--- src/rtl/ibex_sleep_ctrl_pkg.sv ---
// Shared types for the core sleep controller: multi-bit busy encoding and
// the controller state encoding.
package ibex_sleep_ctrl_pkg;

  typedef logic [3:0] ibex_mubi_t;

  localparam ibex_mubi_t IbexMuBiOn  = 4'b0101;
  localparam ibex_mubi_t IbexMuBiOff = 4'b1010;

  // Pairwise Hamming distance of at least 3, so a single flipped bit never
  // lands on another legal state.
  typedef enum logic [4:0] {
    SleepRun      = 5'b10100,
    SleepIdleWait = 5'b01110,
    SleepSleep    = 5'b00011,
    SleepWake     = 5'b11001
  } sleep_state_e;

  function automatic int unsigned max_u(input int unsigned a, input int unsigned b);
    return (a > b) ? a : b;
  endfunction

endpackage

--- src/rtl/ibex_sleep_ctrl.sv ---
// Core sleep controller: gates the core clock after WFI plus a run of idle
// cycles, and restores it with a fixed warm-up delay on interrupt or debug.
module ibex_sleep_ctrl
  import ibex_sleep_ctrl_pkg::*;
#(
  parameter bit          SecureIbex  = 1'b0,
  parameter int unsigned IdleHoldoff = 4,
  parameter int unsigned WakeDelay   = 2
) (
  input  logic       clk_i,
  input  logic       rst_i,
  input  ibex_mubi_t core_busy_i,
  input  logic       wfi_req_i,
  input  logic       irq_pending_i,
  input  logic       debug_req_i,
  output logic       clk_en_o,
  output logic       core_sleep_o,
  output logic       wake_o,
  output logic       err_o
);

  localparam int unsigned CntMax = max_u(IdleHoldoff, WakeDelay);
  localparam int unsigned CntW   = $clog2(CntMax + 1);

  localparam logic [CntW-1:0] IdleLast = CntW'(IdleHoldoff - 1);
  localparam logic [CntW-1:0] WakeLast = CntW'(WakeDelay - 1);
  localparam logic [CntW-1:0] CntOne   = CntW'(1);

  sleep_state_e    state_q, state_d;
  logic [CntW-1:0] cnt_q, cnt_d;
  logic            clk_en_q, sleep_q, wake_q, err_q;
  logic            err_d;
  logic            wake_ev, idle, mubi_err, state_err;

  assign wake_ev  = irq_pending_i | debug_req_i;
  assign idle     = (core_busy_i == IbexMuBiOff);
  assign mubi_err = (core_busy_i != IbexMuBiOff) && (core_busy_i != IbexMuBiOn);

  // NOTE: every signal driven here gets a default first, so no path through
  // the case can leave one unassigned and infer a latch.
  always_comb begin
    state_d   = state_q;
    cnt_d     = cnt_q;
    state_err = 1'b0;

    case (state_q)
      SleepRun: begin
        if (wfi_req_i && !wake_ev) begin
          state_d = SleepIdleWait;
          cnt_d   = '0;
        end
      end

      SleepIdleWait: begin
        if (wake_ev) begin
          state_d = SleepRun;
          cnt_d   = '0;
        end else if (!idle) begin
          cnt_d = '0;
        end else if (cnt_q == IdleLast) begin
          state_d = SleepSleep;
          cnt_d   = '0;
        end else begin
          cnt_d = cnt_q + CntOne;
        end
      end

      // Busy and WFI are deliberately ignored while gated.
      SleepSleep: begin
        if (wake_ev) begin
          state_d = SleepWake;
          cnt_d   = '0;
        end
      end

      // Once started, the warm-up runs to completion even if the wake
      // source goes away.
      SleepWake: begin
        if (cnt_q == WakeLast) begin
          state_d = SleepRun;
          cnt_d   = '0;
        end else begin
          cnt_d = cnt_q + CntOne;
        end
      end

      // A corrupted state always fails open: clock running, core released.
      default: begin
        state_err = 1'b1;
        state_d   = SleepRun;
        cnt_d     = '0;
      end
    endcase
  end

  assign err_d = err_q | mubi_err | (SecureIbex & state_err);

  // NOTE: sequential state uses non-blocking assignments so every register
  // samples the pre-edge values regardless of statement order.
  always_ff @(posedge clk_i or posedge rst_i) begin
    if (rst_i) begin
      state_q  <= SleepRun;
      cnt_q    <= '0;
      clk_en_q <= 1'b1;
      sleep_q  <= 1'b0;
      wake_q   <= 1'b0;
      err_q    <= 1'b0;
    end else begin
      state_q  <= state_d;
      cnt_q    <= cnt_d;
      // Outputs decode the next state so they line up with state_q.
      clk_en_q <= (state_d != SleepSleep);
      sleep_q  <= (state_d == SleepSleep);
      wake_q   <= (state_q == SleepWake) && (state_d == SleepRun);
      err_q    <= err_d;
    end
  end

  assign clk_en_o     = clk_en_q;
  assign core_sleep_o = sleep_q;
  assign wake_o       = wake_q;
  assign err_o        = err_q;

endmodule

--- config.mk ---
export PLATFORM = sky130hd
export DESIGN_NAME = ibex_sleep_ctrl
export DESIGN_NICKNAME = d
export VERILOG_FILES = /design/src/rtl/ibex_sleep_ctrl_pkg.sv /design/src/rtl/ibex_sleep_ctrl.sv
export SDC_FILE = /design/constraint.sdc
export NUM_CORES = 1
export LEC_CHECK = 0
export ABC_AREA = 1
export CORE_MARGIN = 2
export CORE_UTILIZATION = 54
export CTS_CLUSTER_SIZE = 30
export DETAILED_ROUTE_END_ITERATION = 8
export GPL_TIMING_DRIVEN = 0
export PLACE_DENSITY = 0.91
export SLEW_MARGIN = 15
export SYNTH_ARGS = -nofsm -noshare
export SYNTH_HDL_FRONTEND = slang
export SYNTH_SLANG_ARGS = --single-unit
--- constraint.sdc ---
create_clock -name clk_i -period 3.09 [get_ports clk_i]
set_input_delay 0.618 -clock clk_i [delete_from_list [all_inputs] [get_ports clk_i]]
set_output_delay 0.618 -clock clk_i [all_outputs]
set_load 0.01 [all_outputs]
==> results.json, run 1 <==
{
  "cts-root-buf": "clkbuf_4",
  "fillers": 98,
  "multi_input_area_um2": 370,
  "dpl.hpwl_mm": 1.16,
  "p_total_mw": 0.391,
  "nets": 136,
  "finalMaxSlewViolations": 0,
  "worstPathRequired_ns": 2.47,
  "startpoint": "clk_en_o",
  "layout_setup_ws_ns": 1.16,
  "min_period_over_period": 0.624,
  "final_cell_mix": "nand2_1, nor2_1, inv_1",
  "crit_family": "flip-flops",
  "max_freq_mhz": 518,
  "dieArea_um2": 1690,
  "crit_chain": "clkdlybuf4s50_1",
  "drtPass1Iterations": 4,
  "powerDensity_nw_per_um2": 425,
  "synth_area_leaders": "dfrtp_1, nand2_1, dfstp_2",
  "r2r-start": "cnt_q[0]",
  "grt_setup_unrepaired": "no",
  "cts_resized": 0,
  "final_cell_area_um2": 921,
  "grt_max_degree": 13,
  "yosysUniqueCellTypes": 14,
  "yosys.area.top_type": "dfrtp_1",
  "overflow": 0,
  "start_util": 0.573,
  "tightest_slew_ns": 0.427,
  "cp.buffers_inverters": 1,
  "viasPerCell": 5.04,
  "ys_seq_area_frac": 0.408,
  "min-delay-start": "err_o",
  "final_common_cell": "nand2_1",
  "p_leak_nw": 0.482,
  "port_buffers": 12,
  "skew_ns": 0.00412,
  "setup_tns_ns": 0,
  "crit_path_end_kind": "primary output",
  "h-tree-depth": 1,
  "postSynthAreaPerCell_um2": 7.04,
  "synth_top_area_frac": 0.302,
  "cts_sinks": 12,
  "clk_path_buf_depth": 2,
  "first_global_vias": 643,
  "hold_buffers": 0,
  "place_inst": 133,
  "relSlewSlack": 0.715,
  "gp_congestion": 0.785,
  "cpMaxStageDelayCell": "dfstp_2",
  "min_period_ns": 1.93,
  "fp.dieW_um": 41.2,
  "drv_cap": 0,
  "drt-initial-drc-count": 17,
  "syn_nets": 119,
  "setup_viol": 0,
  "grt_pass1_wl_mm": 2.48,
  "criticalPathCategory": "flop to primary output",
  "antenna_found_initial": 0,
  "rows": 13,
  "syn-cell-area_um2": 746,
  "wire_per_inst_um": 10.7,
  "pin_count": 13,
  "drive_above_1_share": 0.123,
  "area_growth_syn_to_layout_pct": 23.5,
  "ys_seq_elements": 12,
  "path_max_fanout": 1,
  "ir_drop_uv": 262,
  "postCtsSetupBuffers": 0,
  "dieHeight_um": 41.2,
  "outcome": "finished, final reports clean",
  "max_stage_delay_ns": 0.52,
  "stdcell_count": 137,
  "clk_pin_slew_worst_paths_ns": 0.08,
  "drcViolationCount": 0,
  "cts_tree": "done",
  "core_um2": 1300,
  "gr-usage-all-layers": 0.222,
  "clk-insertion-delay-late_ns": 0.28,
  "arrival_ns": 1.31,
  "min_path_type": "flop to flop",
  "cts_buffers": 3,
  "ant_nets": 0,
  "ys_warn_count": 0,
  "placed_cell_area_um2": 885,
  "dp_slack_ns": 1.29,
  "cp-start-kind": "flop",
  "num_vias": 690,
  "insertedDiodeCount": 0,
  "seq_area_um2": 304,
  "final_hold_viol_count": 0,
  "syn_inst": 106,
  "wl_mm": 1.47,
  "whs_ns": 0.467,
  "utilization": 0.708
}
## cells by family after synthesis
family                     Yosys count  share of synthesized area
buffers and inverters               19                     0.0956
adders and majority gates            4                     0.0671
DFF                                 12                      0.408
and+or+nand+nor                     69                      0.413
AOI/OAI and AO/OA                    2                     0.0168
## path summary, 6_finish.rpt
kind,end,cells past startpoint,slack (ns)
worst min-delay path,err_o,1,0.47
worst min register to register,err_o,1,0.47
min in group asynchronous,cnt_q[0],2,0.63
max in group asynchronous,state_q[4],2,2.13
worst max-delay path,clk_en_o,1,1.16
worst max register to register,cnt_q[1],7,1.70
## where the power goes
part | total [mW] | internal, mW | switching, mW
Combinational | 0.0777 | 0.0295 | 0.0482
Clock | 0.126 | 0.0717 | 0.0540
Sequential | 0.188 | 0.171 | 0.0169
Total | 0.391 | 0.272 | 0.119
## sequential cells by signal, summed over array words and instances (netlist names)
| name | count |
|---|---|
| wake_o | 1 |
| core_sleep_o | 1 |
| cnt_q | 3 |
| err_o | 1 |
| state_q | 5 |
| clk_en_o | 1 |
## synthesized netlist by cell type, drive strengths merged
cell type	n
nor2	26
nand3	9
inv	19
nand2	30
a21oi	1
a21o	1
dfrtp	9
ha	4
dfstp	3
nand4	4
## per-layer routing
| layer | up-vias | share of wire | track usage |
|---|---|---|---|
| met2 | 14 | 0.51 | 0.414 |
| met5 | - | 0 | 0 |
| met4 | 0 | 0.029 | 0.0726 |
| met1 | 314 | 0.42 | 0.255 |
| met3 | 7 | 0.037 | 0.0326 |
| li1 | 355 | - | - |
## layout make-up
cell class	count	area share
repair buffers	12	0.130
clock buffers	4	0.0394
flip-flops and latches	12	0.330
well taps	15	0.0204
multi-input cells	75	0.402
inverters	19	0.0774
No activity file was read; power rests on OpenSTA's default activity.
==> run 2, diff against run 1 <==
- CORE_UTILIZATION: 54 -> 50
- PLACE_DENSITY: 0.91 -> 0.86
- clock period: 3.09 -> 1.92 ns (I/O delays scaled with it)
==> run 2 against run 1 <==
Net effect:
- critical path depth unchanged
- hold slack worse by 0.052 ns
- clock skew about the same
- clock-buffer cell count unchanged
- worst setup slack worse by 0.93 ns
- final area down 1.1%
- largest power group unchanged
- highest routed layer unchanged
==> results.json, run 2 (synthesis gave the netlist of run 1 again) <==
{
  "worst_r2r_endpoint": "core_sleep_o",
  "drcViolationCount": 0,
  "stdcell_count": 137,
  "cts_tree": "done",
  "finalMaxSlewViolations": 0,
  "layout_setup_ws_ns": 0.233,
  "h-tree-depth": 1,
  "grt_pass1_wl_mm": 2.79,
  "p_total_mw": 0.588,
  "min_path_type": "input port to asynchronous set/reset pin",
  "rows": 13,
  "placed_cell_area_um2": 885,
  "outcome": "finished, final reports clean",
  "first_global_vias": 709,
  "crit_path_end_kind": "primary output",
  "max_freq_mhz": 593,
  "clk_pin_slew_worst_paths_ns": 0.08,
  "start_util": 0.552,
  "reg.largest.list": "state_q x5, cnt_q x3",
  "final_cell_area_um2": 911,
  "min_period_ns": 1.69,
  "p_leak_nw": 0.476,
  "powerDensity_nw_per_um2": 645,
  "cts-root-buf": "clkbuf_4",
  "clk-insertion-delay-late_ns": 0.26,
  "ir_drop_uv": 363,
  "cp.buffers_inverters": 1,
  "min_period_over_period": 0.878,
  "cp-start-kind": "flop",
  "final_hold_viol_count": 0,
  "crit_chain": "clkdlybuf4s50_1",
  "postCtsSetupBuffers": 0,
  "port_buffers": 12,
  "drt-initial-drc-count": 19,
  "pin_count": 13,
  "r2r_slack_ns": 0.48,
  "dp_slack_ns": 0.326,
  "clk_path_buf_depth": 2,
  "final_common_cell": "nand2_1",
  "wire_per_inst_um": 12.0,
  "tightest_slew_ns": 0.445,
  "largest_reg_flops": 5,
  "gr-usage-all-layers": 0.200,
  "area_growth_syn_to_layout_pct": 22.1,
  "arrival_ns": 1.30,
  "r2r_cells": 6,
  "fp.dieW_um": 42.6,
  "viasPerCell": 5.15,
  "drtPass1Iterations": 4,
  "criticalPathCategory": "flop to primary output",
  "skew_ns": 0.00396,
  "r2r-start": "cnt_q[0]",
  "num_vias": 705,
  "cts_buffers": 3,
  "cpMaxStageDelayCell": "dfstp_2",
  "wl_mm": 1.64,
  "setup_tns_ns": 0,
  "worstPathRequired_ns": 1.54,
  "setup_viol": 0,
  "crit_family": "flip-flops",
  "gp_congestion": 0.794,
  "overflow": 0,
  "ant_nets": 0,
  "cts_resized": 0,
  "nets": 136,
  "drv_cap": 0,
  "grt_setup_unrepaired": "no",
  "cts_sinks": 12,
  "final_cell_mix": "nand2_1, nor2_1, inv_1",
  "hold_buffers": 0,
  "drive_above_1_share": 0.115,
  "dpl.hpwl_mm": 1.33,
  "place_inst": 133,
  "grt_max_degree": 13,
  "antenna_found_initial": 0,
  "relSlewSlack": 0.703,
  "insertedDiodeCount": 0,
  "core_um2": 1350,
  "path_max_fanout": 1,
  "dieArea_um2": 1820,
  "top_register": "state_q",
  "dieHeight_um": 42.6,
  "max_stage_delay_ns": 0.52
}
[run 2: cell count changes in the layout (fill, tap and decap cells not counted)]
| cell | delta |
|---|---|
| clkbuf_8 | -1 |
| clkbuf_1 | +1 |
[run 2: stage by stage]
step | hold slack [ns] | utilization
after floorplan | 0.247 | -
after global placement | 0.442 | 0.655
after detailed placement | 0.443 | 0.655
after CTS | 0.424 | 0.675
after global routing | 0.494 | 0.675
final | 0.414 | 0.675
[run 2: worst max path at each step]
stage / start / endpoint / cells after the start
floorplan: cnt_q[0] / core_sleep_o / 6
global placement: core_busy_i[0] / core_sleep_o / 6
detailed placement: debug_req_i / core_sleep_o / 8
CTS: clk_en_o / clk_en_o / 1
global route: clk_en_o / clk_en_o / 1
finish: clk_en_o / clk_en_o / 1
[run 2: area by class of cell]
class | count | area (µm²)
tap | 15 | 18.8
inverter | 19 | 71.3
clock buffer | 4 | 26.3
timing repair buffer | 12 | 120
multi-input combinational | 75 | 370
fill | 113 | 439
sequential | 12 | 304
[run 2: power by group]
part / leakage, nW / switching (mW) / internal, mW
logic: 0.310 / 0.0773 / 0.0474
registers: 0.151 / 0.0286 / 0.275
clock network: 0.0150 / 0.0795 / 0.0802
[run 2: metal layers]
metal / wire length (µm) / global-route usage / vias to the layer above
met4: 8 / 0.0750 / 0
met5: 0 / 0 / -
met2: 906 / 0.364 / 20
li1: - / - / 354
met3: 54 / 0.0259 / 2
met1: 673 / 0.232 / 329
==> run 3, diff against run 2 <==
- CELL_PAD_IN_SITES_DETAIL_PLACEMENT: default -> 1
- CELL_PAD_IN_SITES_GLOBAL_PLACEMENT: default -> 1
- CORE_UTILIZATION: 50 -> 36
- PLACE_DENSITY: 0.86 -> 0.87
- REMOVE_ABC_BUFFERS: default -> 1
==> run 3 against run 2 <==
Net effect:
- combinational power is 6% higher
- core utilization is 20 points lower
- final cell count is 8.8% higher
- clock-buffer cell count stayed put
- maximum frequency is 0.76% lower
- worst setup slack worse by 0.013 ns
- flip-flop and latch count stayed put
- non-clock buffer count stayed put
- die area is 35% higher
- highest routed layer unchanged
==> results.json, run 3 (synthesis gave the netlist of run 1 again) <==
{
  "clk_pin_slew_worst_paths_ns": 0.08,
  "clk-insertion-delay-late_ns": 0.28,
  "r2r_slack_ns": 0.52,
  "dpl.hpwl_mm": 1.50,
  "grt_pass1_wl_mm": 3.34,
  "core_um2": 1960,
  "startpoint": "clk_en_o",
  "final_cell_area_um2": 936,
  "port_buffers": 12,
  "drcViolationCount": 0,
  "dieArea_um2": 2450,
  "fillers": 269,
  "worstSetupPathDepth": 1,
  "power_frac_comb": 0.205,
  "final_hold_viol_count": 0,
  "cts-root-buf": "clkbuf_4",
  "wl_mm": 1.84,
  "seq_area_um2": 304,
  "overflow": 0,
  "cp.buffers_inverters": 1,
  "max_stage_delay_ns": 0.52,
  "first_global_vias": 747,
  "outcome": "finished, final reports clean",
  "cts_tree": "done",
  "switching_power_mw": 0.204,
  "nets": 136,
  "cts_resized": 0,
  "finalMaxSlewViolations": 0,
  "placed_cell_area_um2": 900,
  "stdcell_count": 149,
  "cts_buffers": 3,
  "skew_ns": 0.00564,
  "drv_cap": 0,
  "area_growth_syn_to_layout_pct": 25.5,
  "path_max_fanout": 1,
  "cp-start-kind": "flop",
  "arrival_ns": 1.32,
  "crit_family": "flip-flops",
  "setup_viol": 0,
  "criticalPathCategory": "flop to primary output",
  "worst_r2r_endpoint": "core_sleep_o",
  "wire_per_inst_um": 12.3,
  "insertedDiodeCount": 0,
  "start_util": 0.380,
  "worstPathRequired_ns": 1.54,
  "final_cell_mix": "nand2_1, nor2_1, inv_1",
  "multi_input_area_um2": 370,
  "rows": 16,
  "num_vias": 695,
  "r2r_cells": 6,
  "max_freq_mhz": 588,
  "dieHeight_um": 49.5,
  "min_path_type": "input port to asynchronous set/reset pin",
  "min_period_over_period": 0.885,
  "pin_count": 13,
  "fp.dieW_um": 49.5,
  "antenna_found_initial": 0,
  "cts_sinks": 12,
  "cellInternalPower_mw": 0.438,
  "p_leak_nw": 0.482,
  "ir_drop_uv": 383,
  "min_period_ns": 1.70,
  "drtPass1Iterations": 4,
  "grt_setup_unrepaired": "no",
  "largest_reg_flops": 5,
  "cpMaxStageDelayCell": "dfstp_2",
  "powerDensity_nw_per_um2": 686,
  "r2r-start": "cnt_q[0]",
  "hold_buffers": 0,
  "final_common_cell": "nand2_1",
  "reg.largest.list": "state_q x5, cnt_q x3",
  "viasPerCell": 4.66,
  "setup_tns_ns": 0,
  "crit_chain": "clkdlybuf4s50_1",
  "clock_power_share": 0.323,
  "ant_nets": 0,
  "switching_share": 0.318,
  "gp_congestion": 0.785,
  "gr-usage-all-layers": 0.182,
  "top_register": "state_q",
  "grt_max_degree": 13,
  "drive_above_1_share": 0.123,
  "place_inst": 145,
  "crit_path_end_kind": "primary output",
  "tightest_slew_ns": 0.461,
  "drt-initial-drc-count": 7,
  "h-tree-depth": 1,
  "postCtsSetupBuffers": 0,
  "relSlewSlack": 0.692,
  "clk_path_buf_depth": 2,
  "power_frac_seq": 0.472
}
==> run 3: cell counts in the layout (fill, tap and decap cells not counted) <==
Identical to the previous run, type by type.
==> run 3: final cells by class <==
| type | instances | share of cell area |
|---|---|---|
| timing repair buffer | 12 | 0.128 |
| tap | 27 | 0.0361 |
| sequential | 12 | 0.325 |
| inverter | 19 | 0.0762 |
| clock buffer | 4 | 0.0388 |
| multi-input combinational | 75 | 0.396 |
==> run 3: per-layer routing <==
layer | track usage | share of wire | up-vias
met4 | 0.0694 | 0.016 | 0
met2 | 0.333 | 0.55 | 7
met1 | 0.208 | 0.42 | 329
met3 | 0.0364 | 0.017 | 5
met5 | 0 | 0 | -
li1 | - | - | 354
==> run 3: power by group through the flow <==
stage,combinational [mW],sequential (mW),clock [mW]
after floorplan,0.0841,0.300,0
after global placement,0.120,0.305,0
after detailed placement,0.132,0.308,0
after CTS,0.133,0.303,0.212
after global routing,0.151,0.308,0.225
final,0.132,0.303,0.207
==> run 3: metrics by stage <==
stage | hold slack [ns] | setup WS, ns | total power [mW] | util
global placement | 0.444 | 0.364 | 0.426 | 0.459
CTS | 0.423 | 0.207 | 0.649 | 0.477
global route | 0.468 | 0.172 | 0.685 | 0.477
detailed placement | 0.445 | 0.308 | 0.440 | 0.459
floorplan | 0.247 | 0.637 | 0.385 | -
finish | 0.405 | 0.220 | 0.642 | 0.477
==> run 3: worst max-delay path by stage <==
stage	to	slack [ns]
after detailed placement	cnt_q[0]	0.31
after CTS	clk_en_o	0.21
after global placement	clk_en_o	0.36
final	clk_en_o	0.22
after global routing	clk_en_o	0.17
after floorplan	core_sleep_o	0.64
